## config.mk

```make
export PLATFORM = sky130hd
export DESIGN_NAME = sum_accumulator
export DESIGN_NICKNAME = d
export VERILOG_FILES = /design/src/rtl/sum_accumulator.sv
export SDC_FILE = /design/constraint.sdc
export NUM_CORES = 1
export LEC_CHECK = 0
export CORE_ASPECT_RATIO = 0.8
export CORE_MARGIN = 4
export CORE_UTILIZATION = 53
export DETAILED_ROUTE_END_ITERATION = 8
export PLACE_DENSITY = 0.87
export SLEW_MARGIN = 10
export SYNTH_ARGS = -nofsm -noshare
export SYNTH_HDL_FRONTEND = slang
export SYNTH_SLANG_ARGS = --single-unit
```

## constraint.sdc

```tcl
create_clock -name clk -period 2.99 [get_ports clk]
set_input_delay 0.4485 -clock clk [delete_from_list [all_inputs] [get_ports clk]]
set_output_delay 0.4485 -clock clk [all_outputs]
set_load 0.01 [all_outputs]
```

## src/rtl/sum_accumulator.sv

```systemverilog
// Accumulates NSAMPLES adder outputs ({carry, sum}) into an ACCBITS-wide total presented via valid/ready.
// Optional SUM_ACCUMULATOR_SATURATE_EN clamps the total to all ones on overflow instead of wrapping.
module sum_accumulator #(
    parameter int unsigned NUMBITS  = 8,
    parameter int unsigned ACCBITS  = 16,
    parameter int unsigned NSAMPLES = 4,
    parameter int unsigned CNTBITS  = 8
) (
    input  logic               clk,
    input  logic               reset,
    input  logic               start,
    input  logic               in_valid,
    input  logic [NUMBITS-1:0] in_sum,
    input  logic               in_carry,
    output logic               in_ready,
    output logic               out_valid,
    input  logic               out_ready,
    output logic [ACCBITS-1:0] acc_out,
    output logic               overflow,
    output logic               busy,
    output logic [CNTBITS-1:0] sample_count
);

    localparam int unsigned SUMW = ACCBITS + 1;

    typedef enum logic [1:0] {
        IDLE  = 2'd0,
        ACCUM = 2'd1,
        HOLD  = 2'd2
    } state_t;

    state_t state;

    logic [SUMW-1:0] sample_ext;
    logic [SUMW-1:0] sum_ext;
    logic            last_sample;

    // Sum is one bit wider than the accumulator so its MSB is the overflow indication.
    assign sample_ext  = SUMW'({in_carry, in_sum});
    assign sum_ext     = {1'b0, acc_out} + sample_ext;
    assign last_sample = (sample_count == CNTBITS'(NSAMPLES - 1));

    always_ff @(posedge clk) begin
        if (reset) begin
            state        <= IDLE;
            acc_out      <= '0;
            sample_count <= '0;
            overflow     <= 1'b0;
            out_valid    <= 1'b0;
            in_ready     <= 1'b0;
            busy         <= 1'b0;
        end else begin
            case (state)
                IDLE: begin
                    if (start) begin
                        acc_out      <= '0;
                        sample_count <= '0;
                        overflow     <= 1'b0;
                        in_ready     <= 1'b1;
                        busy         <= 1'b1;
                        state        <= ACCUM;
                    end
                end
                ACCUM: begin
                    if (in_valid && in_ready) begin
`ifdef SUM_ACCUMULATOR_SATURATE_EN
                        acc_out <= sum_ext[ACCBITS] ? '1 : sum_ext[ACCBITS-1:0];
`else
                        acc_out <= sum_ext[ACCBITS-1:0];
`endif
                        if (sum_ext[ACCBITS]) begin
                            overflow <= 1'b1;
                        end
                        sample_count <= sample_count + CNTBITS'(1);
                        if (last_sample) begin
                            in_ready  <= 1'b0;
                            out_valid <= 1'b1;
                            state     <= HOLD;
                        end
                    end
                end
                HOLD: begin
                    if (out_ready) begin
                        out_valid <= 1'b0;
                        busy      <= 1'b0;
                        state     <= IDLE;
                    end
                end
                default: begin
                    out_valid <= 1'b0;
                    in_ready  <= 1'b0;
                    busy      <= 1'b0;
                    state     <= IDLE;
                end
            endcase
        end
    end

endmodule
```

# Yosys cells after proc, flatten, opt, wreduce, memory -nomap -nowiden
# Index checks and enable logic that the tools add are counted.
# word_totals
ff_bits,30
latch_bits,0
mem_bits_rw,0
mem_bits_ro,0
in_bits,14
output_inout_bits,28
word_cells,53
mem_count,0
# classes
addsub,2
n_mul,0
div,0
order_cmp,0
eq_ne,8
shift,0
muxes,24
n_bitwise,3
reduce_logical,9
# ops
operator,n
2-to-1 mux 16 bit,2
case mux 16 bit (2 select lines),1
adder 16 x 9 -> 17 bit,1
2-to-1 mux 8 bit,2
case mux 8 bit (2 select lines),1
AND reduction 4 bit,4
"inequality test 2 bit, second input constant",5
2-to-1 mux 1 bit,9
case mux 1 bit (3 select lines),3
"adder 8 x 1 -> 8 bit, second input constant",1
"equality test 8 x 2 -> 1 bit, second input constant",1
2-to-1 mux 2 bit,4
case mux 2 bit (3 select lines),1
AND reduction 3 bit,2
NOT 1 bit,3
"equality test 2 x 1 -> 1 bit, second input constant",1
"equality test 2 bit, second input constant",1
zero test 2 bit,1
case mux 1 bit (2 select lines),1
nonzero test 2 bit,1
logical AND 1 bit,1

# Longest topological paths before layout
# Gate-level depths: netlist of the first run.
# depth
depth_word,4
mapped_depth,8
depth_no_buf,8

# Worst setup path before layout of the first run
# No wires, ideal clock.
# synth_timing
path_type,in2reg
from,input in_sum[0]
to,register acc_out[10]
setup_ns,0.074
arrival_time_ns,2.011
required_time_ns,2.916
slack_ns,0.905
stages,8
n_path_buf,0
path_cell_list,ha_1 inv_1 fa_1 nand2b_1 a21oi_1 o21ai_1 a2111o_1 o21ai_0
# synth_via
elab_chain_cells,3
# synth_rtl
element,line_no,text
start: declaration,13,"input logic [NUMBITS-1:0] in_sum,"
adder 16 x 9 -> 17 bit,40,"assign sum_ext = {1'b0, acc_out} + sample_ext;"
2-to-1 mux 16 bit,65,if (in_valid && in_ready) begin
case mux 16 bit (2 select lines),53,case (state)
end signal: assignment,69,acc_out <= sum_ext[ACCBITS-1:0];
end: declaration,18,"output logic [ACCBITS-1:0] acc_out,"
# No other way between the ends. The select of a mux whose other input is x is not followed.
# A chain may end at the register's enable or synchronous reset.

# Worst setup path in the final report of the first run
# layout_timing
from,input in_sum[0]
to,register acc_out[12]
# Same word-level chain as after synthesis.

==> metrics.cfg, run 1 <==
[route]
route.met3.wl_um = 277
top_layer = met4
first_pass_iters = 4
dr_wl_met2_um = 1797
wl_per_cell_um = 14.32
vias = 1728
first_iter_violations = 136
ant_nets = 0
route.detailed.drc = 0
drt_wl_total_um = 4239
routed_via_density = 5.838
routedLengthMet1_um = 2110

[global_routing]
grt_pass1_wl_um = 7238
grt_max_degree = 24
gr-total-overflow = 0
antenna_found_initial = 0
grtUsageTotal = 0.2176
grt_pass1_vias = 1550

[clock_network]
h-tree-depth = 2
cts_hold_buf = 0
cts_root_buf = clkbuf_8
clk_pin_slew_ns = 0.07
post-cts-setup-buffers = 0
cts.sinks = 30
clkLatencyLatePin_ns = 0.29
clk_path_buf_depth = 2
cts_tree = built
cts_buffers = 5
cts_resized = 0

[synthesis]
yosysWarnings = 0
synth_top_family_by_area = simple AND/OR/NAND/NOR gates
synth_most_common_cell = dfxtp_1
syn_inst = 212
synth-edff-count = 0
netlist_top_cells_count = dfxtp_1 (30), nor2_1 (26), a21oi_1 (21)
synth_compound_area_frac = 0.2093
synth_cell_types = 44
synth.largest_area_cell = dfxtp_1
syn_avg_cell_area_um2 = 8.121
synthArstFlopShare = 0
synth_xor_area_frac = 0.04070
synth_ff_type = dfxtp_1
synth-seq-area-share = 0.3488
syn_nets = 237
synth_area_um2 = 1722
yosys.area_share.simple = 0.2544
synth-seq-cells = 30
synthTopCellsByArea = dfxtp_1 (35%), ha_1 (7.3%), a21oi_1 (6.1%), nor2_1 (5.7%), nand2_1 (3.7%)
synth_top_area_frac = 0.3488
synth_fa_ha_area_frac = 0.08430
yosys-mux-area-fraction = 0.02326

[setup_path]
cp_num_buf_inv = 2
worstPathRequired_ns = 3.21
cpPeakStageDelay_ns = 0.46
cp-end-kind = flip-flop
slowest_stage = clkdlybuf4s50_1
critPathMaxFanout = 6
startpoint_type = input port
crit_type = in2reg
crit_family = compound AO/OA/AOI/OAI gates
critical_path.cell_chain = clkdlybuf4s50_1 > ha_1 > inv_1 > fa_1 > nand2b_1 > a21oi_1 > o21ai_1 > a2111o_1 > o21ai_0
crit_arrival_ns = 2.66

[timing]
final_hold_viol_count = 0
skew_ns = 0.008880
fin_crit_ns = 2.440
tightest_slew_ns = 0.6671
period_share = 0.8161
fin_setup_tns_ns = 0
fmax_ghz = 0.4098
slew_violations = 0
slew_headroom = 0.5536
setup_viol = 0
rsz0062_at_grt = false

[finish]
area_growth_syn_to_layout_pct = 31.54
diodes = 0
layout.nets = 282
drive_above_1_share = 0.05469

[floorplanning]
die_area_um2 = 4230
fp.coreArea_um2 = 3108
die_height_um = 58.98
ios = 42
num_rows = 18
initial_utilization = 0.5539
die_width_um = 71.72

[power]
p_leak_nw = 0.8777
p_per_area_nw_per_um2 = 377.1
power_mw = 0.8540
peakVddDrop_mv = 0.2656

[run_status]
status = complete, no violations

[placement]
gp_congestion = 0.8133
numPortBuffers = 41
place_hpwl_um = 3059

[run]
max_cap_violations = 0

[min_path]
hp-class = reg2reg

## worst paths after layout
| path | to | startpoint | cells after the start | slack, ns |
|---|---|---|---|---|
| max | acc_out[12] | in_sum[0] | 9 | 0.55 |
| min | acc_out[13] | acc_out[13] | 2 | 0.49 |
| max reg2reg | acc_out[12] | acc_out[0] | 8 | 0.82 |
| min reg2reg | acc_out[13] | acc_out[13] | 2 | 0.49 |
## worst min-delay path, stage by stage, from the launching register on
cell     delay, ns
dfxtp_1       0.33
nand2_1       0.06
mux2i_1       0.06
## sequential cells by signal, summed over array words and instances (netlist names)
| register | count |
|---|---|
| in_ready | 1 |
| sample_count | 8 |
| busy | 1 |
| state | 2 |
| acc_out | 16 |
| overflow | 1 |
| out_valid | 1 |
## metal layers
metal,up-vias,GRT usage
met1,804,0.3166
met5,-,0
li1,855,-
met4,0,0.08043
met2,62,0.3141
met3,7,0.04915
## placed cells by master, fill, tap and decap left out, types with 4 or more instances in the layout
| master | instances |
|---|---|
| or3_1 | 6 |
| dfxtp_1 | 30 |
| a31oi_1 | 4 |
| nor2_1 | 26 |
| nand2_1 | 17 |
| clkdlybuf4s50_1 | 41 |
| a21o_1 | 5 |
| nand4_1 | 9 |
| ha_1 | 10 |
| mux2i_1 | 4 |
| clkbuf_8 | 6 |
| a21oi_1 | 21 |
| o21ai_0 | 8 |
| inv_1 | 12 |
| nor3_1 | 4 |
| xor2_1 | 7 |
## kinds of logic after synthesis
kind of cell	count (synthesis)
buffers and inverters	18
AO/OA/AOI/OAI	56
adder cells (fa/ha/maj)	11
XOR/XNOR	8
flip-flops	30
multiplexers	4
AND/OR/NAND/NOR	85
## layout make-up
class                   instances  area [um^2]
clock buffers                   6        82.58
fillers                       263        843.3
inverters                      12        45.04
multi-input cells             164         1054
flip-flops and latches         30        600.6
well taps                      40        50.05
repair buffers                 44        432.9
## stage by stage
stage	instance area [um^2]	utilization	cells	setup slack, ns	hold slack (ns)
5_1_grt	2265	0.7287	296	0.3900	0.5198
3_3_place_gp	2182	0.7021	290	0.3295	0.4605
2_1_floorplan	1722	-	212	0.9046	0.4948
4_1_cts	2265	0.7287	296	0.5478	0.4898
3_5_place_dp	2182	0.7021	290	0.2486	0.4810
6_report	2265	0.7287	296	0.5498	0.4860
## where the power goes
group          switching [mW]  internal [mW]
registers             0.00676          0.406
clock network           0.151          0.177
logic                  0.0602         0.0527
Power figures use the tool's default switching activity.
==> run 2: changes to the inputs <==
--- a/config.mk
+++ b/config.mk
@@ -7,9 +7,9 @@
 export LEC_CHECK = 0
 export CORE_ASPECT_RATIO = 0.8
 export CORE_MARGIN = 4
-export CORE_UTILIZATION = 53
+export CORE_UTILIZATION = 49
 export DETAILED_ROUTE_END_ITERATION = 8
-export PLACE_DENSITY = 0.87
+export PLACE_DENSITY = 0.81
 export SLEW_MARGIN = 10
 export SYNTH_ARGS = -nofsm -noshare
 export SYNTH_HDL_FRONTEND = slang
==> constraint.sdc (replaced) <==
create_clock -name clk -period 2.27 [get_ports clk]
set_input_delay 0.3405 -clock clk [delete_from_list [all_inputs] [get_ports clk]]
set_output_delay 0.3405 -clock clk [all_outputs]
set_load 0.01 [all_outputs]
==> run 2 against run 1 <==
Effect of this change: non-clock buffer count increased by 15; critical endpoint unchanged; combinational power grew 44%; final area grew 5.8%; first-iteration DRC count is 46% lower; routed wire length is 9.9% higher; cell count is 5.7% higher; sequential power grew 31%; critical path type unchanged; power increased by 35%; sequential share of layout area shrank 1.5 points; die area up 7.1%.
==> metrics.cfg, run 2 (synthesis results as in run 1) <==
[run_status]
status = complete, no violations

[placement]
placedCellCount = 305  ; +5.2%
gp_congestion = 0.8307  ; +2.1%
dpl-instance-area_um2 = 2295  ; +5.2%
numPortBuffers = 41  ; unchanged
place_hpwl_um = 3380  ; +11%

[global_routing]
gr-total-overflow = 0  ; unchanged
grt_pass1_vias = 1668  ; +7.6%
grt_max_degree = 23  ; -4.2%
antenna_found_initial = 0  ; unchanged
grtUsageTotal = 0.2195  ; +0.001933
grt_pass1_wl_um = 7438  ; +2.8%

[finish]
stdcell_count = 313  ; +5.7%
largest_register_ffs = 16  ; unchanged
final_cell_mix = clkdlybuf4s50_1 (41), dfxtp_1 (30), nor2_1 (26)
regMostFlops = acc_out
area_growth_syn_to_layout_pct = 39.17
top_regs = acc_out x16, sample_count x8, state x2
layout.nets = 297  ; +5.3%
drive_above_1_share = 0.1209  ; +0.06619
stdcell_area_um2 = 2396  ; +5.8%
diodes = 0  ; unchanged
final_common_cell = clkdlybuf4s50_1

[floorplanning]
die_height_um = 61.02  ; +3.5%
die_width_um = 74.27  ; +3.6%
ios = 42  ; unchanged
fp.coreArea_um2 = 3221  ; +3.6%
die_area_um2 = 4532  ; +7.1%
initial_utilization = 0.5346  ; -0.01937
num_rows = 18  ; unchanged

[timing]
slew_headroom = 0.7345  ; +0.1809
rsz0062_at_grt = false
setup_viol = 0  ; unchanged
skew_ns = 0.007055  ; -0.001826 ns
fin_crit_ns = 2.129
fmax_ghz = 0.4697
final_hold_viol_count = 0  ; unchanged
slew_violations = 0  ; unchanged
tightest_slew_ns = 0.3968  ; -0.2704 ns
period_share = 0.9379

[power]
p_leak_nw = 0.9598  ; +9.4%
p_per_area_nw_per_um2 = 480.8  ; +27%
peakVddDrop_mv = 0.4511  ; +70%

[setup_path]
critical_path.cell_chain = clkdlybuf4s50_1 > ha_1 > inv_1 > fa_2 > nand2b_1 > a21oi_2 > o21ai_2 > a2111o_1 > o21ai_0
crit_arrival_ns = 2.35  ; -0.31 ns
crit_family = compound AO/OA/AOI/OAI gates
cp-end-kind = flip-flop
worstPathRequired_ns = 2.49  ; -0.72 ns
crit_type = in2reg
critPathMaxFanout = 6  ; unchanged
slowest_stage = clkdlybuf4s50_1
startpoint_type = input port
cpPeakStageDelay_ns = 0.46  ; about the same
cp_num_buf_inv = 2  ; unchanged

[clock_network]
cts.sinks = 30  ; unchanged
cts_buffers = 5  ; unchanged
h-tree-depth = 2  ; unchanged
cts_root_buf = clkbuf_8
clk_path_buf_depth = 2  ; unchanged
cts_tree = built
clk_pin_slew_ns = 0.07  ; about the same
clkLatencyLatePin_ns = 0.29  ; about the same

[route]
first_iter_violations = 73  ; -46%
ant_nets = 0  ; unchanged
wl_per_cell_um = 14.88  ; +3.9%
route.detailed.drc = 0  ; unchanged
drt_wl_total_um = 4657  ; +9.9%
first_pass_iters = 4  ; unchanged
routed_via_density = 5.773  ; -1.1%
vias = 1807  ; +4.6%

[min_path]
hp-class = reg2reg

[run]
max_cap_violations = 0  ; unchanged

==> run 2: cell count changes in the layout (fill, tap and decap cells not counted), sizes merged <==
cell,delta
clkbuf,+1
buf,+15
clkinv,+1
==> run 2: per-stage QoR <==
| stage | utilization | power (mW) | setup TNS (ns) | hold WS [ns] | setup slack, ns |
|---|---|---|---|---|---|
| floorplan | - | 0.6393 | 0 | 0.4948 | 0.2224 |
| global placement | 0.7125 | 0.7089 | -0.6489 | 0.4613 | -0.2087 |
| detailed placement | 0.7125 | 0.7118 | -0.9033 | 0.4655 | -0.2586 |
| CTS | 0.7409 | 1.162 | 0 | 0.4822 | 0.04616 |
| global route | 0.7440 | 1.209 | 0 | 0.5205 | 0.04321 |
| finish | 0.7440 | 1.152 | 0 | 0.4840 | 0.1410 |
==> run 2: per-layer routing <==
metal,vias up,wire length (um),track usage
li1,893,-,-
met1,825,2180,0.2903
met2,83,2006,0.3359
met3,6,425,0.07504
met4,0,44,0.08122
met5,-,0,0
==> run 2: layout make-up <==
cell class / instances / area, um^2
Fill cell: 261 / 824.5
Timing Repair Buffer: 59 / 545.5
Tap cell: 40 / 50.05
Clock buffer: 7 / 86.33
Sequential cell: 30 / 600.6
Clock inverter: 1 / 5.005
Multi-Input combinational cell: 164 / 1064
Inverter: 12 / 45.04
==> run 2: worst paths after layout <==
| check | from | end | slack [ns] | depth (start not counted) |
|---|---|---|---|---|
| setup / recovery | in_sum[0] | acc_out[12] | 0.14 | 9 |
| hold / removal | overflow | overflow | 0.48 | 1 |
| setup reg to reg | sample_count[1] | in_ready | 0.25 | 7 |
| hold reg to reg | overflow | overflow | 0.48 | 1 |
==> run 2: repair_timing <==
action,CTS,global route
endpoints found under the setup margin,0,3
resized for setup,0,3
hold buffers,0,0
setup buffers,0,0
==> run 2: power breakdown <==
group	internal [mW]	switching [mW]
Combinational	0.0779	0.0846
Sequential	0.534	0.00763
Clock	0.244	0.203
Total	0.856	0.295
==> run 3: changes to the inputs <==
--- a/config.mk
+++ b/config.mk
@@ -8,6 +8,7 @@
 export CORE_ASPECT_RATIO = 0.8
 export CORE_MARGIN = 4
 export CORE_UTILIZATION = 49
+export CTS_CLUSTER_DIAMETER = 80
 export DETAILED_ROUTE_END_ITERATION = 8
 export PLACE_DENSITY = 0.81
 export SLEW_MARGIN = 10
==> results of run 3 <==
The final DEF is identical to that of run 2; final timing and power are the same.
